## config.mk

```make
export PLATFORM = sky130hd
export DESIGN_NAME = regfile_wb_arbiter_flat
export DESIGN_NICKNAME = d
export VERILOG_FILES = /design/src/rtl/regfile_wb_arbiter_if.sv /design/src/rtl/regfile_wb_arbiter.sv /design/src/flat_wrapper.sv
export SDC_FILE = /design/constraint.sdc
export NUM_CORES = 1
export LEC_CHECK = 0
export BUFFER_PORTS_ARGS = -buffer_cell sky130_fd_sc_hd__buf_4
export CAP_MARGIN = 20
export CORE_ASPECT_RATIO = 0.6
export CORE_MARGIN = 2
export CORE_UTILIZATION = 27
export CTS_BUF_LIST = sky130_fd_sc_hd__clkbuf_8
export DETAILED_ROUTE_END_ITERATION = 16
export GPL_TIMING_DRIVEN = 0
export PLACE_DENSITY = 0.57
export REMOVE_ABC_BUFFERS = 1
export SLEW_MARGIN = 20
export SYNTH_ARGS = -nofsm -noshare
export SYNTH_HDL_FRONTEND = slang
export SYNTH_SLANG_ARGS = --single-unit
export TNS_END_PERCENT = 20
```

## constraint.sdc

```tcl
create_clock -name clk -period 2.41 [get_ports clk]
set_input_delay 0.6025 -clock clk [delete_from_list [all_inputs] [get_ports clk]]
set_output_delay 0.6025 -clock clk [all_outputs]
set_load 0.02 [all_outputs]
```

## src/rtl/regfile_wb_arbiter_if.sv

```systemverilog
// Writeback requester, register-file write port and ID scoreboard signals.
// Three requester slots (0 ALU, 1 load, 2 mul/div) arbitrate onto one write port.
interface regfile_wb_arbiter_if #(
    parameter int DATA_W = 32,
    parameter int ADDR_W = 5
);
    logic              req0_valid;
    logic              req0_ready;
    logic [ADDR_W-1:0] req0_addr;
    logic [DATA_W-1:0] req0_data;
    logic              req1_valid;
    logic              req1_ready;
    logic [ADDR_W-1:0] req1_addr;
    logic [DATA_W-1:0] req1_data;
    logic              req2_valid;
    logic              req2_ready;
    logic [ADDR_W-1:0] req2_addr;
    logic [DATA_W-1:0] req2_data;

    logic              we;
    logic [ADDR_W-1:0] waddr;
    logic [DATA_W-1:0] wdata;

    logic              pend_set;
    logic [ADDR_W-1:0] pend_addr;
    logic              rd1_en;
    logic [ADDR_W-1:0] rd1_addr;
    logic              rd2_en;
    logic [ADDR_W-1:0] rd2_addr;
    logic              hazard;

    modport master (
        output req0_valid, req0_addr, req0_data,
        output req1_valid, req1_addr, req1_data,
        output req2_valid, req2_addr, req2_data,
        output pend_set, pend_addr, rd1_en, rd1_addr, rd2_en, rd2_addr,
        input  req0_ready, req1_ready, req2_ready,
        input  we, waddr, wdata, hazard
    );

    modport slave (
        input  req0_valid, req0_addr, req0_data,
        input  req1_valid, req1_addr, req1_data,
        input  req2_valid, req2_addr, req2_data,
        input  pend_set, pend_addr, rd1_en, rd1_addr, rd2_en, rd2_addr,
        output req0_ready, req1_ready, req2_ready,
        output we, waddr, wdata, hazard
    );
endinterface

```

## src/rtl/regfile_wb_arbiter.sv

```systemverilog
// Round-robin arbiter of three one-entry writeback slots onto one regfile write port, plus pending-register scoreboard.
// Latency: transfer edge k -> we high after edge k+1; ready is low while a slot is full; hazard is combinational.
module regfile_wb_arbiter #(
    parameter int DATA_W = 32,
    parameter int ADDR_W = 5
) (
    input logic                 clk,
    input logic                 rst,
    regfile_wb_arbiter_if.slave bus
);
    localparam int NREG = 1 << ADDR_W;

    logic [2:0]        in_valid;
    logic [ADDR_W-1:0] in_addr [3];
    logic [DATA_W-1:0] in_data [3];

    logic [2:0]        full;
    logic [ADDR_W-1:0] slot_addr [3];
    logic [DATA_W-1:0] slot_data [3];
    logic [1:0]        last_grant;

    logic              we_q;
    logic [ADDR_W-1:0] waddr_q;
    logic [DATA_W-1:0] wdata_q;
    logic [NREG-1:0]   pending;

    logic              gnt_valid;
    logic [1:0]        gnt_idx;
    logic [1:0]        start;

    always_comb begin
        in_valid   = {bus.req2_valid, bus.req1_valid, bus.req0_valid};
        in_addr[0] = bus.req0_addr;
        in_addr[1] = bus.req1_addr;
        in_addr[2] = bus.req2_addr;
        in_data[0] = bus.req0_data;
        in_data[1] = bus.req1_data;
        in_data[2] = bus.req2_data;
    end

    // Search begins just after the previous winner, wrapping modulo 3.
    always_comb begin
        gnt_valid = 1'b0;
        gnt_idx   = 2'd0;
        start     = (last_grant == 2'd2) ? 2'd0 : last_grant + 2'd1;
        for (int k = 0; k < 3; k++) begin
            logic [1:0] cand;
            cand = start + 2'(k);
            if (cand >= 2'd3) cand = cand - 2'd3;
            if (!gnt_valid && full[cand]) begin
                gnt_valid = 1'b1;
                gnt_idx   = cand;
            end
        end
    end

    always_ff @(posedge clk) begin
        if (rst) begin
            full       <= 3'b000;
            last_grant <= 2'd2;
            we_q       <= 1'b0;
            waddr_q    <= '0;
            wdata_q    <= '0;
            pending    <= '0;
            for (int n = 0; n < 3; n++) begin
                slot_addr[n] <= '0;
                slot_data[n] <= '0;
            end
        end else begin
            // A full slot is never ready, so grant-empty and accept are exclusive; zero-register writes are dropped.
            for (int n = 0; n < 3; n++) begin
                if (full[n]) begin
                    if (gnt_valid && gnt_idx == 2'(n)) full[n] <= 1'b0;
                end else if (in_valid[n] && in_addr[n] != '0) begin
                    full[n]      <= 1'b1;
                    slot_addr[n] <= in_addr[n];
                    slot_data[n] <= in_data[n];
                end
            end

            we_q <= gnt_valid;
            if (gnt_valid) begin
                waddr_q    <= slot_addr[gnt_idx];
                wdata_q    <= slot_data[gnt_idx];
                last_grant <= gnt_idx;
            end

            // Set after clear so a same-edge re-issue keeps the register pending.
            if (we_q) pending[waddr_q] <= 1'b0;
            if (bus.pend_set && bus.pend_addr != '0) pending[bus.pend_addr] <= 1'b1;
        end
    end

    always_comb begin
        bus.hazard = (bus.rd1_en && bus.rd1_addr != '0 && pending[bus.rd1_addr] &&
                      !(we_q && waddr_q == bus.rd1_addr)) ||
                     (bus.rd2_en && bus.rd2_addr != '0 && pending[bus.rd2_addr] &&
                      !(we_q && waddr_q == bus.rd2_addr));
    end

    assign bus.req0_ready = ~full[0];
    assign bus.req1_ready = ~full[1];
    assign bus.req2_ready = ~full[2];
    assign bus.we         = we_q;
    assign bus.waddr      = waddr_q;
    assign bus.wdata      = wdata_q;
endmodule

```

## src/flat_wrapper.sv

```systemverilog
// flat-port wrapper written by rule: the top's interface ports become plain ports
module regfile_wb_arbiter_flat 
#(
    parameter int DATA_W = 32,
    parameter int ADDR_W = 5
)
  (clk, rst, bus_req0_valid, bus_req0_addr, bus_req0_data, bus_req1_valid, bus_req1_addr, bus_req1_data, bus_req2_valid, bus_req2_addr, bus_req2_data, bus_pend_set, bus_pend_addr, bus_rd1_en, bus_rd1_addr, bus_rd2_en, bus_rd2_addr, bus_req0_ready, bus_req1_ready, bus_req2_ready, bus_we, bus_waddr, bus_wdata, bus_hazard);
  regfile_wb_arbiter_if #(.DATA_W(DATA_W), .ADDR_W(ADDR_W)) bus_i ();
  input logic clk;
  input logic rst;
  input wire logic [$bits(bus_i.req0_valid)-1:0] bus_req0_valid;
  input wire logic [$bits(bus_i.req0_addr)-1:0] bus_req0_addr;
  input wire logic [$bits(bus_i.req0_data)-1:0] bus_req0_data;
  input wire logic [$bits(bus_i.req1_valid)-1:0] bus_req1_valid;
  input wire logic [$bits(bus_i.req1_addr)-1:0] bus_req1_addr;
  input wire logic [$bits(bus_i.req1_data)-1:0] bus_req1_data;
  input wire logic [$bits(bus_i.req2_valid)-1:0] bus_req2_valid;
  input wire logic [$bits(bus_i.req2_addr)-1:0] bus_req2_addr;
  input wire logic [$bits(bus_i.req2_data)-1:0] bus_req2_data;
  input wire logic [$bits(bus_i.pend_set)-1:0] bus_pend_set;
  input wire logic [$bits(bus_i.pend_addr)-1:0] bus_pend_addr;
  input wire logic [$bits(bus_i.rd1_en)-1:0] bus_rd1_en;
  input wire logic [$bits(bus_i.rd1_addr)-1:0] bus_rd1_addr;
  input wire logic [$bits(bus_i.rd2_en)-1:0] bus_rd2_en;
  input wire logic [$bits(bus_i.rd2_addr)-1:0] bus_rd2_addr;
  output wire logic [$bits(bus_i.req0_ready)-1:0] bus_req0_ready;
  output wire logic [$bits(bus_i.req1_ready)-1:0] bus_req1_ready;
  output wire logic [$bits(bus_i.req2_ready)-1:0] bus_req2_ready;
  output wire logic [$bits(bus_i.we)-1:0] bus_we;
  output wire logic [$bits(bus_i.waddr)-1:0] bus_waddr;
  output wire logic [$bits(bus_i.wdata)-1:0] bus_wdata;
  output wire logic [$bits(bus_i.hazard)-1:0] bus_hazard;
  assign bus_i.req0_valid = bus_req0_valid;
  assign bus_i.req0_addr = bus_req0_addr;
  assign bus_i.req0_data = bus_req0_data;
  assign bus_i.req1_valid = bus_req1_valid;
  assign bus_i.req1_addr = bus_req1_addr;
  assign bus_i.req1_data = bus_req1_data;
  assign bus_i.req2_valid = bus_req2_valid;
  assign bus_i.req2_addr = bus_req2_addr;
  assign bus_i.req2_data = bus_req2_data;
  assign bus_i.pend_set = bus_pend_set;
  assign bus_i.pend_addr = bus_pend_addr;
  assign bus_i.rd1_en = bus_rd1_en;
  assign bus_i.rd1_addr = bus_rd1_addr;
  assign bus_i.rd2_en = bus_rd2_en;
  assign bus_i.rd2_addr = bus_rd2_addr;
  assign bus_req0_ready = bus_i.req0_ready;
  assign bus_req1_ready = bus_i.req1_ready;
  assign bus_req2_ready = bus_i.req2_ready;
  assign bus_we = bus_i.we;
  assign bus_waddr = bus_i.waddr;
  assign bus_wdata = bus_i.wdata;
  assign bus_hazard = bus_i.hazard;
  regfile_wb_arbiter #(.DATA_W(DATA_W), .ADDR_W(ADDR_W)) u_core (.clk(clk), .rst(rst), .bus(bus_i));
endmodule
```

==> flow_summary.toml <==
[status]
status = "complete, but fails checks"
violations = "setup timing"

[final_layout]
n_antenna_cell = 0
final_cell_area_sq_um = 10400
stdcell_count = 1257
drive_gt1_share_pct = 29.9
nets = 978
syn_to_final_growth_pct = 29.5

[synth]
yosysMostFrequentCell = "and2_1"
synth.cell_area_sq_um = 8000
avgSynthCellArea_sq_um = 11.6
yosys.area.top_type = "edfxtp_1"
synth_flop_cell = "edfxtp_1"
synth_edf_count = 111
yosysSeqAreaShare_pct = 60.2
synth.distinct_cells = 46
ys_ff_latch = 185
async_flop_share_pct = 0
ys_top_cells_by_area = "edfxtp_1, dfxtp_1, and2_1, mux4_2, nand2_1"
netlist.area_leader.share_pct = 41.7
yosys_warnings = 0
synthCells = 687
synth_commonest_cells = "and2_1, edfxtp_1, nand2_1"

[worst_setup_path]
worstPathRequired_ns = 1.81
cp.arrival_ns = 2.09
timing.rr.start = "u_core.full[1]"
worstSetupEndpointType = "primary output"
startpoint_type = "input pin"
reg2reg_slack_ns = 0.23
r2r_end = "u_core.bus.wdata[31]"
rr_worst_depth = 6
startpoint = "bus_rd1_addr[0]"
path_max_fanout = 10
critical_path_class = "in2out"

[timing]
rsz0062_at_grt = "true"
setup_slack_ns = -0.287
finalSetupViolCount = 1
slew_viol_final = 0
whs_ns = 0.392
maxSlewHeadroom_pct = 30.6
period_share_pct = 112
fin_crit_ns = 2.70
clock_skew_ns = 0.0141
worst_slew_pin_slew_ns = 1.04
final-hold-violation-count = 0
max_clock_freq_ghz = 0.371

[min_path]
min_from = "bus_req1_data[11]"
hold_depth = 2
min_to = "u_core.slot_data[1][11]"
hold_path_class = "in2reg"

[drt]
drt_wl_total_um = 23800
drc_errors = 0
via_per_inst = 4.78
wl_met3_um = 1870
wl_met2_um = 10100
vias = 6008
wire_per_inst_um = 18.9
met1_length_um = 11400
dr.first_iter.drc_count = 555
ant_nets = 0
drt_pass1_iterations = 6
highest_layer = "met4"

[clock_tree]
path_clk_slew_ns = 0.10
cts_buffers = 17
clk_latency_ns = 0.48
cts_buffer_depth = 2
cts.sink_count = 185
cts_tree = "done"
cts-root-buf = "clkbuf_8"
htreeDepth = 4
hold_buffers = 0

[global_route]
grt_max_degree = 79
antenna_found_initial = 0
gr-total-overflow = 0
grt_pass1_vias = 5723
grt_pass1_wl_um = 35000
grt_use_total_pct = 15.4

[power_and_ir_drop]
ir_worst_vdd_uv = 367
pwr_density_cell_nw_per_um2 = 718
power.static_leakage_nw = 3.94

[floorplan]
die_w_um = 226
die_area_sq_um = 31100
rows = 48
fp.coreArea_sq_um = 28900
die_h_um = 137
initial_core_util_pct = 27.6
pin_count = 176

[placed_design]
port_buffers = 175
gp_congestion = 0.848
place_inst = 1219
postPlaceCellArea_sq_um = 9830
pre_cts_slack_ns = -0.488
dp_hpwl_um = 15900

[run]
max-cap-violations = 0
==> logic make-up (layout without fill, tap and decap cells) <==
kind of cell,after synthesis,in the layout,synth area share (%)
AOI/OAI and AO/OA,159,160,13.6
xor gates and xnor gates,10,10,1.09
buffers and inverters,55,224,2.93
DFF,185,185,60.2
muxes,26,26,5.44
and+or+nand+nor,252,252,16.7
==> per-layer routing <==
| metal | GRT usage, % | vias to the layer above |
|---|---|---|
| li1 | - | 2829 |
| met1 | 22.3 | 2931 |
| met2 | 22.1 | 223 |
| met3 | 4.59 | 25 |
| met4 | 4.68 | 0 |
| met5 | 0 | - |
==> cells in the final DEF, fill, tap and decap left out, types with 8 or more instances in the layout <==
cell	synthesis	layout
clkbuf_8	0	19
dfxtp_1	74	70
xnor2_1	10	10
edfxtp_1	111	111
mux4_2	14	14
buf_4	5	176
o21ai_1	8	8
nand2_1	78	78
o21ai_0	26	26
a21oi_1	55	55
a221oi_1	18	18
a222oi_1	19	19
and2_1	112	111
mux2i_1	12	11
nor2_1	27	27
a211oi_1	18	18
==> stage by stage <==
| stage | setup TNS, ns | power, mW | util [%] |
|---|---|---|---|
| 2_1_floorplan | -198.43 | 4.47 | - |
| 3_3_place_gp | -738.82 | 5.12 | 33.1 |
| 3_5_place_dp | -50.83 | 5.19 | 34.0 |
| 4_1_cts | -0.331 | 7.49 | 35.5 |
| 5_1_grt | -0.372 | 7.75 | 35.8 |
| 6_report | -0.287 | 7.43 | 35.8 |
==> layout make-up <==
| class | instances | area (sq um) |
|---|---|---|
| fill | 2919 | 18600 |
| sequential | 185 | 4820 |
| multi-input combinational | 448 | 3020 |
| timing repair buffer | 189 | 1580 |
| tap | 400 | 500 |
| clock buffer | 19 | 262 |
| clock inverter | 13 | 168 |
| inverter | 3 | 11.3 |
==> sequential cells by signal (all words and copies together) (netlist names) <==
signal	cells
u_core.slot_data	96
u_core.full	3
u_core.last_grant	2
u_core.bus.wdata	32
u_core.bus.waddr	5
u_core.slot_addr	15
u_core.pending	31
u_core.bus.we	1
==> repair_timing <==
item                       4_1_cts  5_1_grt
pin swaps                        2        1
gates cloned                     0        1
resized for setup                5        1
setup endpoints to repair        1       26
buffers inserted                 2        2
==> power breakdown <==
part	switching [mW]	internal, mW
clock	1.20	1.09
combinational	0.730	0.591
sequential	0.156	3.66
==> worst max-delay path by stage <==
stage                                   end  slack, ns  cells past startpoint
floorplan            u_core.slot_addr[0][0]      -1.71                      4
global placement    u_core.slot_data[0][17]      -4.86                      5
detailed placement  u_core.slot_data[2][19]      -0.49                      7
CTS                              bus_hazard      -0.33                      6
global route                     bus_hazard      -0.37                      6
finish                           bus_hazard      -0.29                      7
==> worst max-delay path, stage by stage <==
cell,delay (ns)
buf_6,0.16
mux4_2,0.52
nor2b_1,0.15
a211o_1,0.24
a32oi_1,0.17
o22ai_1,0.09
buf_4,0.16
Note: power is estimated with default switching activity, not from simulation.
